**src/rtl/eth_tx_pkt_arbiter.sv**
```systemverilog
// eth_tx_pkt_arbiter
//   Packet-atomic round-robin arbiter. Several AXI-Stream requesters (for example
//   NIC Ethernet TX and RDMA TX) share the single engine-to-MAC TX stream. A grant
//   is held for a whole packet (until tlast). An idle cycle separates packets.
//   Software can pause a requester through src_enable, which is only looked at
//   while no packet is in flight.
//
// Optional feature macro: ETH_TX_ARB_STAT_EN
//   defined   : per-source forwarded-packet counters on src_pkt_cnt
//   undefined : src_pkt_cnt is tied to 0 (the port is still present)
//
// Ports
//   sysclk        in   clock, rising edge
//   rst_n         in   asynchronous active-low reset
//   src_enable    in   [SRC_NUM]             per-source arbitration enable
//   s_axis_data   in   [SRC_NUM*DATA_WIDTH]  source i at [i*DATA_WIDTH +: DATA_WIDTH]
//   s_axis_keep   in   [SRC_NUM*KEEP_WIDTH]  same packing as data
//   s_axis_valid  in   [SRC_NUM]
//   s_axis_last   in   [SRC_NUM]
//   s_axis_ready  out  [SRC_NUM]
//   m_axis_data   out  [DATA_WIDTH]          merged stream toward the MAC bridge
//   m_axis_keep   out  [KEEP_WIDTH]
//   m_axis_valid  out
//   m_axis_last   out
//   m_axis_ready  in
//   grant_idx     out  [IDX_W]               current or most recent granted source
//   busy          out                        high while a packet is in flight
//   src_pkt_cnt   out  [SRC_NUM*32]          per-source packet counters
module eth_tx_pkt_arbiter #(
  parameter int DATA_WIDTH = 256,
  parameter int KEEP_WIDTH = DATA_WIDTH / 8,
  parameter int SRC_NUM    = 2,
  parameter int IDX_W      = $clog2(SRC_NUM)
) (
  input  logic                           sysclk,
  input  logic                           rst_n,
  input  logic [SRC_NUM-1:0]             src_enable,
  input  logic [SRC_NUM*DATA_WIDTH-1:0]  s_axis_data,
  input  logic [SRC_NUM*KEEP_WIDTH-1:0]  s_axis_keep,
  input  logic [SRC_NUM-1:0]             s_axis_valid,
  input  logic [SRC_NUM-1:0]             s_axis_last,
  output logic [SRC_NUM-1:0]             s_axis_ready,
  output logic [DATA_WIDTH-1:0]          m_axis_data,
  output logic [KEEP_WIDTH-1:0]          m_axis_keep,
  output logic                           m_axis_valid,
  output logic                           m_axis_last,
  input  logic                           m_axis_ready,
  output logic [IDX_W-1:0]               grant_idx,
  output logic                           busy,
  output logic [SRC_NUM*32-1:0]          src_pkt_cnt
);

  localparam logic [0:0] ST_IDLE = 1'b0;
  localparam logic [0:0] ST_BUSY = 1'b1;

  logic [0:0]            state;
  logic [IDX_W-1:0]      rr_ptr;
  logic [SRC_NUM-1:0]    req;
  logic                  pick_found;
  logic [IDX_W-1:0]      pick_idx;
  logic [IDX_W-1:0]      cand;
  logic                  last_fire;

  logic [DATA_WIDTH-1:0] src_data [SRC_NUM];
  logic [KEEP_WIDTH-1:0] src_keep [SRC_NUM];

  genvar gi;
  generate
    for (gi = 0; gi < SRC_NUM; gi++) begin : g_unpack
      assign src_data[gi] = s_axis_data[gi*DATA_WIDTH +: DATA_WIDTH];
      assign src_keep[gi] = s_axis_keep[gi*KEEP_WIDTH +: KEEP_WIDTH];
      // Only the granted source sees the downstream ready, and only while busy.
      assign s_axis_ready[gi] = (state == ST_BUSY) && m_axis_ready &&
                                (grant_idx == IDX_W'(gi));
    end
  endgenerate

  assign busy = (state == ST_BUSY);
  assign req  = s_axis_valid & src_enable;

  // Round-robin pick: first requester after rr_ptr, wrapping modulo SRC_NUM.
  // Works for non-power-of-two SRC_NUM because the wrap is explicit.
  always_comb begin
    pick_found = 1'b0;
    pick_idx   = '0;
    cand       = '0;
    for (int k = 1; k <= SRC_NUM; k++) begin
      cand = IDX_W'((int'(rr_ptr) + k) % SRC_NUM);
      if (!pick_found && req[cand]) begin
        pick_found = 1'b1;
        pick_idx   = cand;
      end
    end
  end

  // Output mux: payload is forced to zero whenever the merged stream is not valid,
  // so a stalled source never leaks stale data downstream.
  assign m_axis_valid = busy && s_axis_valid[grant_idx];
  assign m_axis_data  = m_axis_valid ? src_data[grant_idx] : '0;
  assign m_axis_keep  = m_axis_valid ? src_keep[grant_idx] : '0;
  assign m_axis_last  = m_axis_valid && s_axis_last[grant_idx];

  assign last_fire = m_axis_valid && m_axis_ready && m_axis_last;

  always_ff @(posedge sysclk or negedge rst_n) begin
    if (!rst_n) begin
      state     <= ST_IDLE;
      rr_ptr    <= IDX_W'(SRC_NUM - 1);
      grant_idx <= '0;
    end else if (state == ST_IDLE) begin
      if (pick_found) begin
        grant_idx <= pick_idx;
        state     <= ST_BUSY;
      end
    end else begin
      // The grant is released only at tlast; enable changes are ignored mid-packet.
      if (last_fire) begin
        rr_ptr <= grant_idx;
        state  <= ST_IDLE;
      end
    end
  end

`ifdef ETH_TX_ARB_STAT_EN
  generate
    for (gi = 0; gi < SRC_NUM; gi++) begin : g_cnt
      logic [31:0] pkt_cnt;
      always_ff @(posedge sysclk or negedge rst_n) begin
        if (!rst_n) begin
          pkt_cnt <= '0;
        end else if (last_fire && (grant_idx == IDX_W'(gi))) begin
          pkt_cnt <= pkt_cnt + 32'd1;  // wraps naturally at 2^32
        end
      end
      assign src_pkt_cnt[gi*32 +: 32] = pkt_cnt;
    end
  endgenerate
`else
  assign src_pkt_cnt = '0;
`endif

endmodule

```
**config.mk**
```make
export PLATFORM = sky130hd
export DESIGN_NAME = eth_tx_pkt_arbiter
export DESIGN_NICKNAME = d
export VERILOG_FILES = /design/src/rtl/eth_tx_pkt_arbiter.sv
export SDC_FILE = /design/constraint.sdc
export NUM_CORES = 1
export LEC_CHECK = 0
export ABC_AREA = 0
export CELL_PAD_IN_SITES_DETAIL_PLACEMENT = 1
export CELL_PAD_IN_SITES_GLOBAL_PLACEMENT = 1
export CORE_AREA = 5 5 365 367
export DETAILED_ROUTE_END_ITERATION = 8
export DIE_AREA = 0 0 370 372
export PLACE_DENSITY = 0.44
export SLEW_MARGIN = 20
export SYNTH_ARGS = -nofsm -noshare
export SYNTH_HDL_FRONTEND = slang
export SYNTH_SLANG_ARGS = --single-unit
```
**constraint.sdc**
```tcl
create_clock -name sysclk -period 1.7 [get_ports sysclk]
set_clock_uncertainty 0.2 [all_clocks]
set_input_delay 0.34 -clock sysclk [delete_from_list [all_inputs] [get_ports sysclk]]
set_output_delay 0.34 -clock sysclk [all_outputs]
set_load 0.02 [all_outputs]
```
Word level (Yosys, flattened, before mapping) --
Index checks and enable logic that the tools add are counted.
Storage, ports and cells: register bits after elaboration 3, latch bits 0, memory bits (writable) 0, memory bits (read-only) 0, input bits 585, output and inout bits 358, logic and storage cells 47, memories 0
Cells by class: add/sub/neg operators 2, multipliers 0, div/mod/pow operators 0, magnitude comparators 4, equal/unequal tests 0, shifts and indexed selects 0, mux-type cells 23, bitwise logic cells 4, reductions and logical operators 11
Operators with widths (count):
- 256-bit 2-to-1 mux | 4
- 32-bit 2-to-1 mux | 4
- 1-bit 2-to-1 mux | 15
- 1-bit logical AND | 8
- 1-bit by 2-bit < comparator with 1-bit output, second input constant | 3
- 2-bit AND reduction | 2
- 1-bit adder, second input constant | 2
- 2-bit bitwise AND | 1
- 2-bit greater-or-equal comparator, second input constant | 1
- 1-bit inverter | 2
- 1-bit inverter with 2-bit output | 1
- 1-bit zero test | 1

Logic depth before layout (Yosys ltp) --
word-level depth 9, mapped depth 6, gate-level depth less buffers 3

Worst setup path before layout --
Ideal clock, no wire load.
path type register to output, start point reg grant_idx, end point out m_axis_data[100], arrival time 1.518 ns, required time 1.160 ns, path slack -0.358 ns, stages on the path, launching flop included 7, buffers on the path 3, cells stage by stage dfrtp_1 buf_2 mux2_4 nand2_4 buf_4 buf_2 nor2_1
On the way: word-level cells in the longest chain between the ends 5, elaborated cells between the ends (all ways) 8, classes of those cells 6 x mux; 1 x bitwise; 1 x reduce/logical
Ends and longest elaborated chain:
- start: declaration | line 48 | output logic [IDX_W-1:0] grant_idx,
- start signal: assignment | line 112 | grant_idx <= pick_idx;
- 1-bit inverter with 2-bit output (not written as such) | line 99 | assign m_axis_data = m_axis_valid ? src_data[grant_idx] : '0;
- 256-bit 2-to-1 mux (not written as such) (3 in a row) | line 99
- 256-bit 2-to-1 mux (*) | line 99
- end: declaration | line 43 | output logic [DATA_WIDTH-1:0] m_axis_data,
Mark *: on every way between the ends. The rest lies on a longest branch, timed or not. The select of a mux whose other input is x is not followed.

Worst setup path after layout --
start point reg grant_idx, end point out m_axis_data[220]
Same word-level chain as after synthesis.

==> impl_metrics.env <==
export IMPL_status="finished, violations left"
export IMPL_violations="negative setup slack"
export IMPL_die_area_um2=137600
export IMPL_syn_to_final_growth_pct=242.4
export IMPL_layout_nets=2264
export IMPL_rows=132
export IMPL_io_buffers=878
export IMPL_rrSetupSlack_ns=0
export IMPL_avgViaCountPerCell=2.676
export IMPL_power_density_nw_per_um2=1251
export IMPL_gp_congestion=0.7996
export IMPL_ys_ff_latch=3
export IMPL_cp_arrival_ns=2.02
export IMPL_ys_seq_area_share_pct=1.525
export IMPL_layout_setup_ws_ns=-0.8583
export IMPL_pwr_share_seq_pct=1.0
export IMPL_synth_top_cell_area_share_pct=57.61
export IMPL_cts_buffers=3
export IMPL_worst_pin_slew_ns=0.5251
export IMPL_critPathCaptureType="output pin"
export IMPL_initial_core_util_pct=3.874
export IMPL_synthTopCellsByArea="mux2i_1 (58%), nor2_1 (22%), buf_4 (12%)"
export IMPL_p_int_w=0.009967
export IMPL_reg2reg_to="rr_ptr"
export IMPL_fin_cells=3440
export IMPL_r2r_cells=5
export IMPL_clock_latency_ns=0.22
export IMPL_required_ns=1.16
export IMPL_maxCapViolations=0
export IMPL_ir_worst_vdd_mv=0.5482
export IMPL_relSlewSlack_pct=64.99
export IMPL_critPathLaunchType="register"
export IMPL_netlist_instances=729
export IMPL_ant_nets=0
export IMPL_syn_avg_cell_area_um2=6.864
export IMPL_yosys_warnings=0
export IMPL_swShare_pct=53.49
export IMPL_final_min_clock_period_ns=2.558
export IMPL_yosys_area_top_type="mux2i_1"
export IMPL_ys_types=20
export IMPL_num_fill_cells=15400
export IMPL_min_path_type="primary input to async pin"
export IMPL_p_total_w=0.02143
export IMPL_wire_per_inst_um=27.55
export IMPL_drtPass1Iterations=4
export IMPL_setup_viol=295
export IMPL_ctsHtreeMaxLevel=1
export IMPL_rsz0062_at_grt="true"
export IMPL_coreArea_um2=129200
export IMPL_crit_chain="mux2_4 -> buf_12 -> nand2_8 -> buf_6 -> nor2_1 -> dlygate4sd2_1"
export IMPL_final_cell_area_um2=17130
export IMPL_ff_latch_area_um2=80.08
export IMPL_die_h_um=372
export IMPL_synthesis_area_um2=5004
export IMPL_timing_fmax_mhz=390.9
export IMPL_r2r_start="busy"
export IMPL_crit_slowest_cell="dfrtp_4"
export IMPL_grt_use_total_pct=12.78
export IMPL_drtIter0Drc=366
export IMPL_hold_viol=0
export IMPL_cts_tree="done"
export IMPL_drc_errors=0
export IMPL_crit_type="register to output pin"
export IMPL_clk_pin_slew_ns=0.03
export IMPL_period_share_pct=150.5
export IMPL_slowest_delay_ns=0.53
export IMPL_pwr_share_comb_pct=97.3
export IMPL_clkPwrFrac_pct=1.7
export IMPL_power_switching_w=0.01146
export IMPL_grt_pass1_wl_mm=112.9
export IMPL_grt_pass1_vias=9795
export IMPL_p_leak_nw=7.477
export IMPL_multiInputGateArea_um2=4679
export IMPL_num_vias=9204
export IMPL_dp_cells=3385
export IMPL_die_w_um=370
export IMPL_dp_hpwl_mm=86.76
export IMPL_cts_root_buf="clkbuf_16"
export IMPL_layout_commonest_cell="clkdlybuf4s50_1"
export IMPL_cts_sinks=3
export IMPL_placed_area_um2=16210
export IMPL_overflow=0
export IMPL_layout_common_cells="clkdlybuf4s50_1 (585), mux2i_1 (270), nor2_1 (234)"
export IMPL_maxSlewViolCount=0
export IMPL_antenna_found_initial=82
export IMPL_path_max_fanout=11
export IMPL_wirelength_mm=94.78
export IMPL_ios=943
export IMPL_drive_above_1_share_pct=24.55
export IMPL_grt_max_degree=54
export IMPL_cts_path_max_buffers=2
## critical path: cells and delay by family, from the launching register on
family	cells	cell delay, ns
and+or+nand+nor	2	0.20
DFF	1	0.53
buffers and inverters	3	0.67
muxes	1	0.37
## Yosys cell counts
cell	number
and2_1	1
o32a_1	1
buf_2	50
o21ai_0	1
conb_1	1
clkbuf_1	1
nand3_1	2
mux2i_1	288
buf_4	78
nand2_4	1
a221oi_1	1
dfstp_2	1
a31oi_1	1
inv_1	1
dfrtp_1	2
nand2_1	5
and3_1	1
o31ai_1	1
nor2_1	291
mux2_4	1
## worst max-delay path by stage
stage	start	to	slack [ns]	cells after the start
6_report	grant_idx	m_axis_data[220]	-0.86	6
2_1_floorplan	grant_idx	m_axis_data[111]	-0.32	6
3_3_place_gp	s_axis_valid[0]	m_axis_data[194]	-1.20	6
4_1_cts	grant_idx	m_axis_data[224]	-0.94	6
5_1_grt	grant_idx	m_axis_data[70]	-0.92	7
3_5_place_dp	s_axis_valid[1]	m_axis_data[193]	-1.24	6
## timing repair
action,4_1_cts,5_1_grt
setup buffers,15,4
pin swaps,1,16
hold buffers,0,0
resized for setup,382,293
gates cloned,7,8
setup endpoints to repair,295,296
## power groups by stage
stage | registers [W] | logic [W] | clock network, W
floorplan | 0.000156 | 0.00930 | 0
global placement | 0.000176 | 0.0194 | 0
detailed placement | 0.000177 | 0.0194 | 0
CTS | 0.000216 | 0.0200 | 0.000374
global route | 0.000217 | 0.0221 | 0.000389
finish | 0.000204 | 0.0209 | 0.000372
## cells by family after synthesis
| kind of cell | count (synthesis) | share of synthesized area, % |
|---|---|---|
| AO/OA/AOI/OAI | 5 | 0.7503 |
| multiplexers | 289 | 57.91 |
| other | 1 | 0.07495 |
| flip-flops | 3 | 1.526 |
| buffers and inverters | 130 | 16.85 |
| AND/OR/NAND/NOR | 301 | 22.88 |
## routing by layer
layer	global-route usage (%)	vias to the layer above	routed length, um
li1	-	4240	-
met1	15.75	4259	39750
met2	20.73	569	43550
met3	5.321	116	9524
met4	2.963	20	1832
met5	0	-	131
## layout make-up
type                            count  share of cell area (%)
Antenna cell                       20                  0.2921
Clock buffer                        4                  0.4601
Inverter                            1                 0.02191
Multi-Input combinational cell    660                   27.31
Sequential cell                     3                  0.4674
Tap cell                         1742                   12.72
Timing Repair Buffer             1010                   58.73
## flip-flops by register name, indices dropped and copies added (netlist names)
| name | flops |
|---|---|
| rr_ptr | 1 |
| grant_idx | 1 |
| busy | 1 |
## per-stage QoR
stage | setup TNS, ns | util (%) | hold WS [ns] | worst slack, ns
final | -224.25 | 13.27 | 0.1125 | -0.8583
after global routing | -246.68 | 13.25 | 0.1205 | -0.9210
after CTS | -252.30 | 12.81 | 0.1189 | -0.9423
after detailed placement | -298.51 | 12.55 | 0.2719 | -1.236
after global placement | -294.84 | 12.55 | 0.2696 | -1.202
after floorplan | -81.18 | - | -0.1556 | -0.3198
(Power assumes the default switching activity.)
